==> src/rtl/io_axi_local_window_pkg.sv <==
// rtl/io_axi_local_window_pkg.sv - shared types for the IO AXI local window splitter
// Purpose: register index enum, AXI response codes and the two window FSM state enums.
// Ports: none (package).
package io_axi_local_window_pkg;

    typedef enum logic [1:0] {
        REG_THREAD_EN = 2'd0,
        REG_RESUME    = 2'd1,
        REG_SUSPEND   = 2'd2,
        REG_SCRATCH   = 2'd3
    } local_reg_idx_t;

    typedef logic [1:0] axi_resp_t;
    localparam axi_resp_t AXI_OKAY   = 2'b00;
    localparam axi_resp_t AXI_SLVERR = 2'b10;

    typedef enum logic [1:0] {W_IDLE, W_LOCAL, W_PASS} wr_state_t;
    typedef enum logic [1:0] {R_IDLE, R_LOCAL, R_PASS} rd_state_t;

endpackage

==> src/rtl/io_axi_local_window_regfile.sv <==
// rtl/io_axi_local_window_regfile.sv - local thread-control registers behind the window
// Purpose: THREAD_EN/SCRATCH storage, byte-strobe merge, RESUME/SUSPEND side effects,
//          core resume/suspend merge into thread_en, and the combinational read mux.
// Ports: clk, reset; wr_en/wr_idx/wr_data/wr_strb write port; rd_idx -> rd_data read port;
//        core_resume_mask/core_suspend_mask in; thread_en out.
module io_axi_local_regfile
    import io_axi_local_window_pkg::*;
#(
    parameter int DATA_WIDTH    = 32,
    parameter int TOTAL_THREADS = 4,
    parameter int IDX_W         = 3
) (
    input  logic                       clk,
    input  logic                       reset,
    input  logic                       wr_en,
    input  logic [IDX_W-1:0]           wr_idx,
    input  logic [DATA_WIDTH-1:0]      wr_data,
    input  logic [DATA_WIDTH/8-1:0]    wr_strb,
    input  logic [IDX_W-1:0]           rd_idx,
    output logic [DATA_WIDTH-1:0]      rd_data,
    input  logic [TOTAL_THREADS-1:0]   core_resume_mask,
    input  logic [TOTAL_THREADS-1:0]   core_suspend_mask,
    output logic [TOTAL_THREADS-1:0]   thread_en
);

    logic [TOTAL_THREADS-1:0] thread_en_q, thread_en_d;
    logic [DATA_WIDTH-1:0]    scratch_q, scratch_d;
    logic [DATA_WIDTH-1:0]    bmask;
    logic [TOTAL_THREADS-1:0] wbits;
    logic                     wr_thread, wr_resume, wr_suspend, wr_scratch;

    always_comb begin
        bmask = '0;
        for (int i = 0; i < DATA_WIDTH / 8; i++) begin
            bmask[8*i +: 8] = {8{wr_strb[i]}};
        end
    end

    assign wr_thread  = wr_en && (wr_idx == IDX_W'(REG_THREAD_EN));
    assign wr_resume  = wr_en && (wr_idx == IDX_W'(REG_RESUME));
    assign wr_suspend = wr_en && (wr_idx == IDX_W'(REG_SUSPEND));
    assign wr_scratch = wr_en && (wr_idx == IDX_W'(REG_SCRATCH));

    // Strobe-qualified write bits shared by THREAD_EN merge, W1S and W1C.
    assign wbits = wr_data[TOTAL_THREADS-1:0] & bmask[TOTAL_THREADS-1:0];

    // Order matters: the core suspend mask is applied last so it wins over every source.
    always_comb begin
        thread_en_d = thread_en_q;
        if (wr_thread) begin
            thread_en_d = (thread_en_q & ~bmask[TOTAL_THREADS-1:0]) | wbits;
        end
        if (wr_resume) begin
            thread_en_d = thread_en_d | wbits;
        end
        if (wr_suspend) begin
            thread_en_d = thread_en_d & ~wbits;
        end
        thread_en_d = (thread_en_d | core_resume_mask) & ~core_suspend_mask;
    end

    always_comb begin
        scratch_d = scratch_q;
        if (wr_scratch) begin
            scratch_d = (scratch_q & ~bmask) | (wr_data & bmask);
        end
    end

    // Reads see the registered values, so a same-cycle write is not visible yet.
    always_comb begin
        rd_data = '0;
        if (rd_idx == IDX_W'(REG_THREAD_EN)) begin
            rd_data = DATA_WIDTH'(thread_en_q);
        end else if (rd_idx == IDX_W'(REG_SCRATCH)) begin
            rd_data = scratch_q;
        end
    end

    always_ff @(posedge clk) begin
        if (reset) begin
            thread_en_q <= TOTAL_THREADS'(1);
            scratch_q   <= '0;
        end else begin
            thread_en_q <= thread_en_d;
            scratch_q   <= scratch_d;
        end
    end

    assign thread_en = thread_en_q;

endmodule

==> src/rtl/io_axi_local_window.sv <==
// rtl/io_axi_local_window.sv - AXI4-Lite splitter: local register window or external pass-through
// Purpose: accesses whose masked address equals WINDOW_BASE go to the local register file,
//          all others pass to the m_* port with one outstanding transaction per direction.
// Ports: clk, reset; s_aw*/s_w*/s_b*/s_ar*/s_r* slave side from io_interconnect;
//        m_* mirrored master side to the external IO port; core_resume_mask,
//        core_suspend_mask in; thread_en out.
module io_axi_local_window
    import io_axi_local_window_pkg::*;
#(
    parameter int                    ADDR_WIDTH    = 32,
    parameter int                    DATA_WIDTH    = 32,
    parameter logic [ADDR_WIDTH-1:0] WINDOW_BASE   = 'h5000,
    parameter logic [ADDR_WIDTH-1:0] WINDOW_MASK   = 'hF000,
    parameter int                    NUM_REGS      = 4,
    parameter int                    TOTAL_THREADS = 4
) (
    input  logic                     clk,
    input  logic                     reset,
    input  logic [ADDR_WIDTH-1:0]    s_awaddr,
    input  logic [2:0]               s_awprot,
    input  logic                     s_awvalid,
    output logic                     s_awready,
    input  logic [DATA_WIDTH-1:0]    s_wdata,
    input  logic [DATA_WIDTH/8-1:0]  s_wstrb,
    input  logic                     s_wvalid,
    output logic                     s_wready,
    output logic [1:0]               s_bresp,
    output logic                     s_bvalid,
    input  logic                     s_bready,
    input  logic [ADDR_WIDTH-1:0]    s_araddr,
    input  logic [2:0]               s_arprot,
    input  logic                     s_arvalid,
    output logic                     s_arready,
    output logic [DATA_WIDTH-1:0]    s_rdata,
    output logic [1:0]               s_rresp,
    output logic                     s_rvalid,
    input  logic                     s_rready,
    output logic [ADDR_WIDTH-1:0]    m_awaddr,
    output logic [2:0]               m_awprot,
    output logic                     m_awvalid,
    input  logic                     m_awready,
    output logic [DATA_WIDTH-1:0]    m_wdata,
    output logic [DATA_WIDTH/8-1:0]  m_wstrb,
    output logic                     m_wvalid,
    input  logic                     m_wready,
    input  logic [1:0]               m_bresp,
    input  logic                     m_bvalid,
    output logic                     m_bready,
    output logic [ADDR_WIDTH-1:0]    m_araddr,
    output logic [2:0]               m_arprot,
    output logic                     m_arvalid,
    input  logic                     m_arready,
    input  logic [DATA_WIDTH-1:0]    m_rdata,
    input  logic [1:0]               m_rresp,
    input  logic                     m_rvalid,
    output logic                     m_rready,
    input  logic [TOTAL_THREADS-1:0] core_resume_mask,
    input  logic [TOTAL_THREADS-1:0] core_suspend_mask,
    output logic [TOTAL_THREADS-1:0] thread_en
);

    localparam int               IDX_W      = $clog2(NUM_REGS) + 1;
    localparam logic [IDX_W-1:0] NUM_REGS_I = IDX_W'(NUM_REGS);

    wr_state_t             wr_state_q, wr_state_d;
    rd_state_t             rd_state_q, rd_state_d;
    axi_resp_t             bresp_q, bresp_d, rresp_q, rresp_d;
    logic                  w_done_q, w_done_d;
    logic [DATA_WIDTH-1:0] rdata_q, rdata_d, reg_rd_data;
    logic                  aw_hit, ar_hit, aw_err, ar_err, reg_wr_en;
    logic [IDX_W-1:0]      aw_idx, ar_idx;

    assign aw_hit = (s_awaddr & WINDOW_MASK) == WINDOW_BASE;
    assign ar_hit = (s_araddr & WINDOW_MASK) == WINDOW_BASE;
    assign aw_idx = s_awaddr[2 +: IDX_W];
    assign ar_idx = s_araddr[2 +: IDX_W];
    assign aw_err = aw_idx >= NUM_REGS_I;
    assign ar_err = ar_idx >= NUM_REGS_I;

    // Payloads always flow through; only the valids are gated by the FSMs.
    assign m_awaddr = s_awaddr;
    assign m_awprot = s_awprot;
    assign m_wdata  = s_wdata;
    assign m_wstrb  = s_wstrb;
    assign m_araddr = s_araddr;
    assign m_arprot = s_arprot;

    io_axi_local_regfile #(
        .DATA_WIDTH    (DATA_WIDTH),
        .TOTAL_THREADS (TOTAL_THREADS),
        .IDX_W         (IDX_W)
    ) u_regfile (
        .clk               (clk),
        .reset             (reset),
        .wr_en             (reg_wr_en),
        .wr_idx            (aw_idx),
        .wr_data           (s_wdata),
        .wr_strb           (s_wstrb),
        .rd_idx            (ar_idx),
        .rd_data           (reg_rd_data),
        .core_resume_mask  (core_resume_mask),
        .core_suspend_mask (core_suspend_mask),
        .thread_en         (thread_en)
    );

    // Write path. w_done tracks a forwarded W beat that completed before or with AW.
    always_comb begin
        wr_state_d = wr_state_q;
        bresp_d    = bresp_q;
        w_done_d   = w_done_q;
        s_awready  = 1'b0;
        s_wready   = 1'b0;
        s_bvalid   = 1'b0;
        s_bresp    = bresp_q;
        m_awvalid  = 1'b0;
        m_wvalid   = 1'b0;
        m_bready   = 1'b0;
        reg_wr_en  = 1'b0;
        case (wr_state_q)
            W_IDLE: begin
                if (s_awvalid && aw_hit) begin
                    // Local writes need AW and W together; nothing leaks to m_*.
                    if (s_wvalid) begin
                        s_awready  = 1'b1;
                        s_wready   = 1'b1;
                        reg_wr_en  = !aw_err;
                        bresp_d    = aw_err ? AXI_SLVERR : AXI_OKAY;
                        wr_state_d = W_LOCAL;
                    end
                end else if (s_awvalid) begin
                    m_awvalid = 1'b1;
                    s_awready = m_awready;
                    m_wvalid  = s_wvalid && !w_done_q;
                    s_wready  = m_wready && !w_done_q;
                    w_done_d  = w_done_q || (m_wvalid && m_wready);
                    if (m_awready) begin
                        wr_state_d = W_PASS;
                    end
                end
            end
            W_LOCAL: begin
                s_bvalid = 1'b1;
                if (s_bready) begin
                    wr_state_d = W_IDLE;
                end
            end
            W_PASS: begin
                m_wvalid = s_wvalid && !w_done_q;
                s_wready = m_wready && !w_done_q;
                w_done_d = w_done_q || (m_wvalid && m_wready);
                s_bvalid = m_bvalid;
                s_bresp  = m_bresp;
                m_bready = s_bready;
                if (m_bvalid && s_bready) begin
                    wr_state_d = W_IDLE;
                    w_done_d   = 1'b0;
                end
            end
            default: wr_state_d = W_IDLE;
        endcase
    end

    // Read path.
    always_comb begin
        rd_state_d = rd_state_q;
        rdata_d    = rdata_q;
        rresp_d    = rresp_q;
        s_arready  = 1'b0;
        s_rvalid   = 1'b0;
        s_rdata    = rdata_q;
        s_rresp    = rresp_q;
        m_arvalid  = 1'b0;
        m_rready   = 1'b0;
        case (rd_state_q)
            R_IDLE: begin
                if (s_arvalid && ar_hit) begin
                    s_arready  = 1'b1;
                    rdata_d    = reg_rd_data;
                    rresp_d    = ar_err ? AXI_SLVERR : AXI_OKAY;
                    rd_state_d = R_LOCAL;
                end else if (s_arvalid) begin
                    m_arvalid = 1'b1;
                    s_arready = m_arready;
                    if (m_arready) begin
                        rd_state_d = R_PASS;
                    end
                end
            end
            R_LOCAL: begin
                s_rvalid = 1'b1;
                if (s_rready) begin
                    rd_state_d = R_IDLE;
                end
            end
            R_PASS: begin
                s_rvalid = m_rvalid;
                s_rdata  = m_rdata;
                s_rresp  = m_rresp;
                m_rready = s_rready;
                if (m_rvalid && s_rready) begin
                    rd_state_d = R_IDLE;
                end
            end
            default: rd_state_d = R_IDLE;
        endcase
    end

    always_ff @(posedge clk) begin
        if (reset) begin
            wr_state_q <= W_IDLE;
            rd_state_q <= R_IDLE;
            bresp_q    <= AXI_OKAY;
            rresp_q    <= AXI_OKAY;
            w_done_q   <= 1'b0;
            rdata_q    <= '0;
        end else begin
            wr_state_q <= wr_state_d;
            rd_state_q <= rd_state_d;
            bresp_q    <= bresp_d;
            rresp_q    <= rresp_d;
            w_done_q   <= w_done_d;
            rdata_q    <= rdata_d;
        end
    end

endmodule

==> config.mk <==
export PLATFORM = sky130hd
export DESIGN_NAME = io_axi_local_window
export DESIGN_NICKNAME = d
export VERILOG_FILES = /design/src/rtl/io_axi_local_window_pkg.sv /design/src/rtl/io_axi_local_window_regfile.sv /design/src/rtl/io_axi_local_window.sv
export SDC_FILE = /design/constraint.sdc
export NUM_CORES = 1
export LEC_CHECK = 0
export CORE_AREA = 2 2 125 127
export CTS_CLUSTER_DIAMETER = 40
export CTS_CLUSTER_SIZE = 8
export DETAILED_ROUTE_END_ITERATION = 8
export DIE_AREA = 0 0 127 129
export GPL_ROUTABILITY_DRIVEN = 0
export PLACE_DENSITY_LB_ADDON = 0.15
export SYNTH_ARGS = -nofsm -noshare
export SYNTH_HDL_FRONTEND = slang
export SYNTH_SLANG_ARGS = --single-unit
==> constraint.sdc <==
create_clock -name clk -period 4.4 [get_ports clk]
set_clock_uncertainty 0.2 [all_clocks]
set_input_delay 0.44 -clock clk [delete_from_list [all_inputs] [get_ports clk]]
set_output_delay 0.44 -clock clk [all_outputs]
set_load 0.01 [all_outputs]
# Word level (Yosys, flattened, before mapping)
# Cells that the tools add are included.
[word_totals]
regBits = 77
inputBits = 162
output_inout_bits = 156
word_cells = 122
[op_classes]
magnitude_cmp = 2
eq_ne = 21
mux = 53
bitwise_logic = 14
reduce_logical = 24
[op_table]
columns = ["op", "n"]
rows = [
  ["$mux W32", 3],
  ["$and A32 B32 Y32", 2],
  ["$not A32 Y32", 1],
  ["$or A32 B32 Y32", 1],
  ["$mux W2", 15],
  ["$mux W1", 25],
  ["$and A4 B4 Y4", 4],
  ["$ne A3 B3 Y1 const B", 5],
  ["$mux W4", 3],
  ["$ne A2 B2 Y1 const B", 6],
  ["$not A4 Y4", 3],
  ["$or A4 B4 Y4", 3],
  ["$pmux W2 S3", 2],
  ["$logic_and A1 B1 Y1", 11],
  ["$pmux W1 S2", 5],
  ["$eq A3 B2 Y1 const B", 3],
  ["$eq A4 B3 Y1 const B", 2],
  ["$ge A3 B3 Y1 const B", 2],
  ["$logic_not A3 Y1", 2],
  ["$reduce_and A3 Y1", 2],
  ["$reduce_and A5 Y1", 1],
  ["$eq A2 B1 Y1 const B", 2],
  ["$eq A2 B2 Y1 const B", 2],
  ["$logic_not A2 Y1", 2],
  ["6 further kinds", 7],
]

# Depth between registers and ports, before layout
[depth]
depth_word = 13
ltp_mapped = 7
ltp_nobuf = 6

# Modules after synthesis
# From an unflattened synthesis, not the netlist that was laid out.
[unflattened]
cells_unflattened = 574
hier_area_um2 = 4809.6
[modules_own_cells]
columns = ["mod", "instances", "cells_each", "area_each_um2", "seq_area_each_um2"]
rows = [
  ["io_axi_local_window", 1, 361, 2899.0, 780.7],
  ["io_axi_local_regfile", 1, 213, 1910.6, 720.7],
]

# Worst setup path after synthesis
# No wires, ideal clock.
[synth_timing]
path_kind = "input to output"
from = "in s_awaddr[15]"
to = "out m_wvalid"
arrival_time_ps = 1441
required_ps = 3760
setup_slack_ps = 2319
stages = 5
n_path_buf = 1
cell_sequence = "and4bb_2 -> clkbuf_8 -> or2_1 -> a21oi_1 -> and2_1"
[synth_between]
elab_chain_cells = 4
[synth_lines]
columns = ["element", "line_no", "source"]
rows = [
  ["from (decl)", "io_axi_local_window.sv:19", "input logic [ADDR_WIDTH-1:0] s_awaddr,"],
  ["$eq A4 B3 Y1", "io_axi_local_window.sv:73", "assign aw_hit = (s_awaddr & WINDOW_MASK) == WINDOW_BASE;"],
  ["$logic_and A1 B1 Y1", "io_axi_local_window.sv:121", "if (s_awvalid && aw_hit) begin"],
  ["$mux W1", "io_axi_local_window.sv:121", ""],
  ["$pmux W1 S2", "io_axi_local_window.sv:119", "case (wr_state_q)"],
  ["to (decl)", "io_axi_local_window.sv:44", "output logic m_wvalid,"],
]
# Every way passes these cells.

# Worst setup path after layout
[layout_timing]
from = "reg rd_state_q[0]"
to = "out s_rdata[31]"
[layout_between]
elab_chain_cells = 2
[layout_lines]
columns = ["element", "line_no", "source"]
rows = [
  ["from (decl)", "io_axi_local_window.sv:66", "rd_state_t rd_state_q, rd_state_d;"],
  ["from (signal assigned)", "io_axi_local_window.sv:218", "rd_state_q <= rd_state_d;"],
  ["$eq A2 B2 Y1", "io_axi_local_window.sv:174", "case (rd_state_q)"],
  ["$mux W32", "io_axi_local_window.sv:174", ""],
  ["to (decl)", "io_axi_local_window.sv:34", "output logic [DATA_WIDTH-1:0] s_rdata,"],
]
# Every way passes these cells.

==> impl_metrics.toml <==
[outcome]
status = "finished clean"

[sta]
fin_ws_ns = 1.27
fin_tns_setup_ns = 0
period_needed_ns = 3.13
slew_headroom = 0.386
worst_pin_slew_ns = 0.922
period_share = 0.711
maxSlewViolCount = 0
rsz0062_at_grt = "no"
setup_viol = 0
finalHoldViolations = 0
fmax_mhz = 320

[yosys]
yosysSeqAreaShare = 0.338
ys.flop_type = "dfxtp_1"
post-synth-top-area-fraction = 0.338
synth.ff_latch_count = 75
synth_cell_types = 39
synth_area_leader_cell = "dfxtp_1"
yosys_warnings = 0
syn_nets = 676
yosys-top-cells-area = "dfxtp_1, buf_4, mux2_2, mux2i_1, a21oi_1"
post-synth-top-count-cell = "buf_4"
synthCells = 508
syn-cell-area_sq_mm = 0.00445
async_flop_share = 0
postSynthAreaPerCell_sq_um = 8.75
synth-edff-count = 0
yosys-top-cells-count = "buf_4, dfxtp_1, nor2_1, a21oi_1, nand2_1"

[final_layout]
postLayoutCoreUtil = 0.411
area_growth_syn_to_layout_pct = 38.5
drive_gt1_frac = 0.113
antenna_cells = 0
layout.nets = 765

[worst_setup_path]
endpoint_kind = "output pin"
critPathLaunchType = "flip-flop"
worst-setup-path-type = "flip-flop to output pin"
cp_data_required_time_ns = 3.76
arrival_ns = 2.49
cp_max_fo = 37

[route]
antenna_left = 0
dr_total_vias = 3711
routedWlPerCell_um = 16.1
viasPerCell = 4.70
drc = 0
drtIter0Drc = 153
wirelength_um = 12700
drtPass1Iterations = 4

[cts]
cts_resized = 0
cts.path.max_buffers = 2
holdBufCountCts = 0
cts_inserted_buffers = 9
post_cts_buffers = 0
htreeDepth = 3
path_clk_slew_ns = 0.06
clk-insertion-delay-late_ns = 0.33
cts_tree = "done"
root_buffer = "clkbuf_16"
cts.sinks = 75

[min_path]
min_path_type = "flip-flop to flip-flop"

[placed_design]
dpl_worst_slack_ns = 1.32
dp_hpwl_um = 9450
io_buffer_count = 205

[grt]
grt_pass1_vias = 3718
antenna_found_initial = 0
grt_max_degree = 46
overflow = 0
grt_util_all_layers = 0.151
grt_pass1_wl_um = 19300

[die]
io_pins = 318
core-area_sq_mm = 0.0150
die_h_um = 129
start_util = 0.297
chipWidth_um = 127
dieArea_sq_mm = 0.0164
num_rows = 45

[pwr]
peakVddDrop_mv = 0.147
cellLeakagePower_nw = 2.46
p_per_area_mw_per_mm2 = 295

[job]
max-cap-violations = 0
[logic make-up after synthesis]
kind of cell,synth area share
DFF,0.338
adders and majority gates,0.0169
buffers and inverters,0.211
muxes,0.172
AOI/OAI and AO/OA,0.0830
and+or+nand+nor,0.180
[final timing paths]
| path | from | slack [ns] | cells past startpoint | to |
|---|---|---|---|---|
| worst max-delay path | rd_state_q[0]$_SDFFE_PP0P_ | 1.27 | 4 | s_rdata[31] |
| worst min-delay path | rdata_q[6]$_SDFFE_PP0P_ | 0.25 | 2 | rdata_q[6]$_SDFFE_PP0P_ |
| worst max register to register | wr_state_q[0]$_SDFFE_PP0P_ | 2.16 | 6 | u_regfile.thread_en[1]$_SDFF_PP0_ |
| worst min register to register | rdata_q[6]$_SDFFE_PP0P_ | 0.25 | 2 | rdata_q[6]$_SDFFE_PP0P_ |
[critical path: stages (launching register included)]
cell             delay, ns
dfxtp_1               0.34
inv_1                 0.09
ha_2                  0.80
mux2_2                0.41
clkdlybuf4s50_1       0.51
[area by class of cell]
| type | count | area [sq um] |
|---|---|---|
| clock buffers | 10 | 229 |
| multi-input cells | 297 | 2010 |
| flip-flops and latches | 75 | 1500 |
| fillers | 1467 | 8820 |
| repair buffers | 208 | 2070 |
| clock inverters | 6 | 88.8 |
| well taps | 188 | 235 |
| inverters | 6 | 22.5 |
[placed cells by master (no fill, tap or decap), types with 5 or more instances in the layout]
cell,count
a21oi_1,43
and2_1,8
clkbuf_16,9
clkdlybuf4s50_1,204
dfxtp_1,75
ha_1,5
inv_1,6
mux2_2,35
mux2i_1,37
nand2_1,43
nand3_1,30
nor2_1,44
nor2b_1,10
[through the flow]
stage,total power [W],area (sq um),hold WS [ns],cells
4_1_cts,0.00185,6160,0.254,790
3_3_place_gp,0.00104,5840,0.239,774
2_1_floorplan,0.000907,4450,0.229,508
6_report,0.00182,6160,0.249,790
3_5_place_dp,0.00104,5840,0.246,774
5_1_grt,0.00190,6160,0.262,790
[power breakdown]
| group | leakage, nW | internal, W | switching [W] |
|---|---|---|---|
| sequential | 0.605 | 0.000684 | 0.00000397 |
| clock | 0.149 | 0.000498 | 0.000293 |
| combinational | 1.71 | 0.000206 | 0.000132 |
| total | 2.46 | 0.00139 | 0.000429 |
[routing by layer]
metal  track usage  part of all wire  vias to the layer above
met3        0.0358             0.061                       52
met5             0                 0                        -
li1              -                 -                     1811
met4        0.0950             0.045                        0
met2         0.256              0.49                      133
met1         0.171              0.41                     1715
Note: power is estimated with default switching activity, not from simulation.
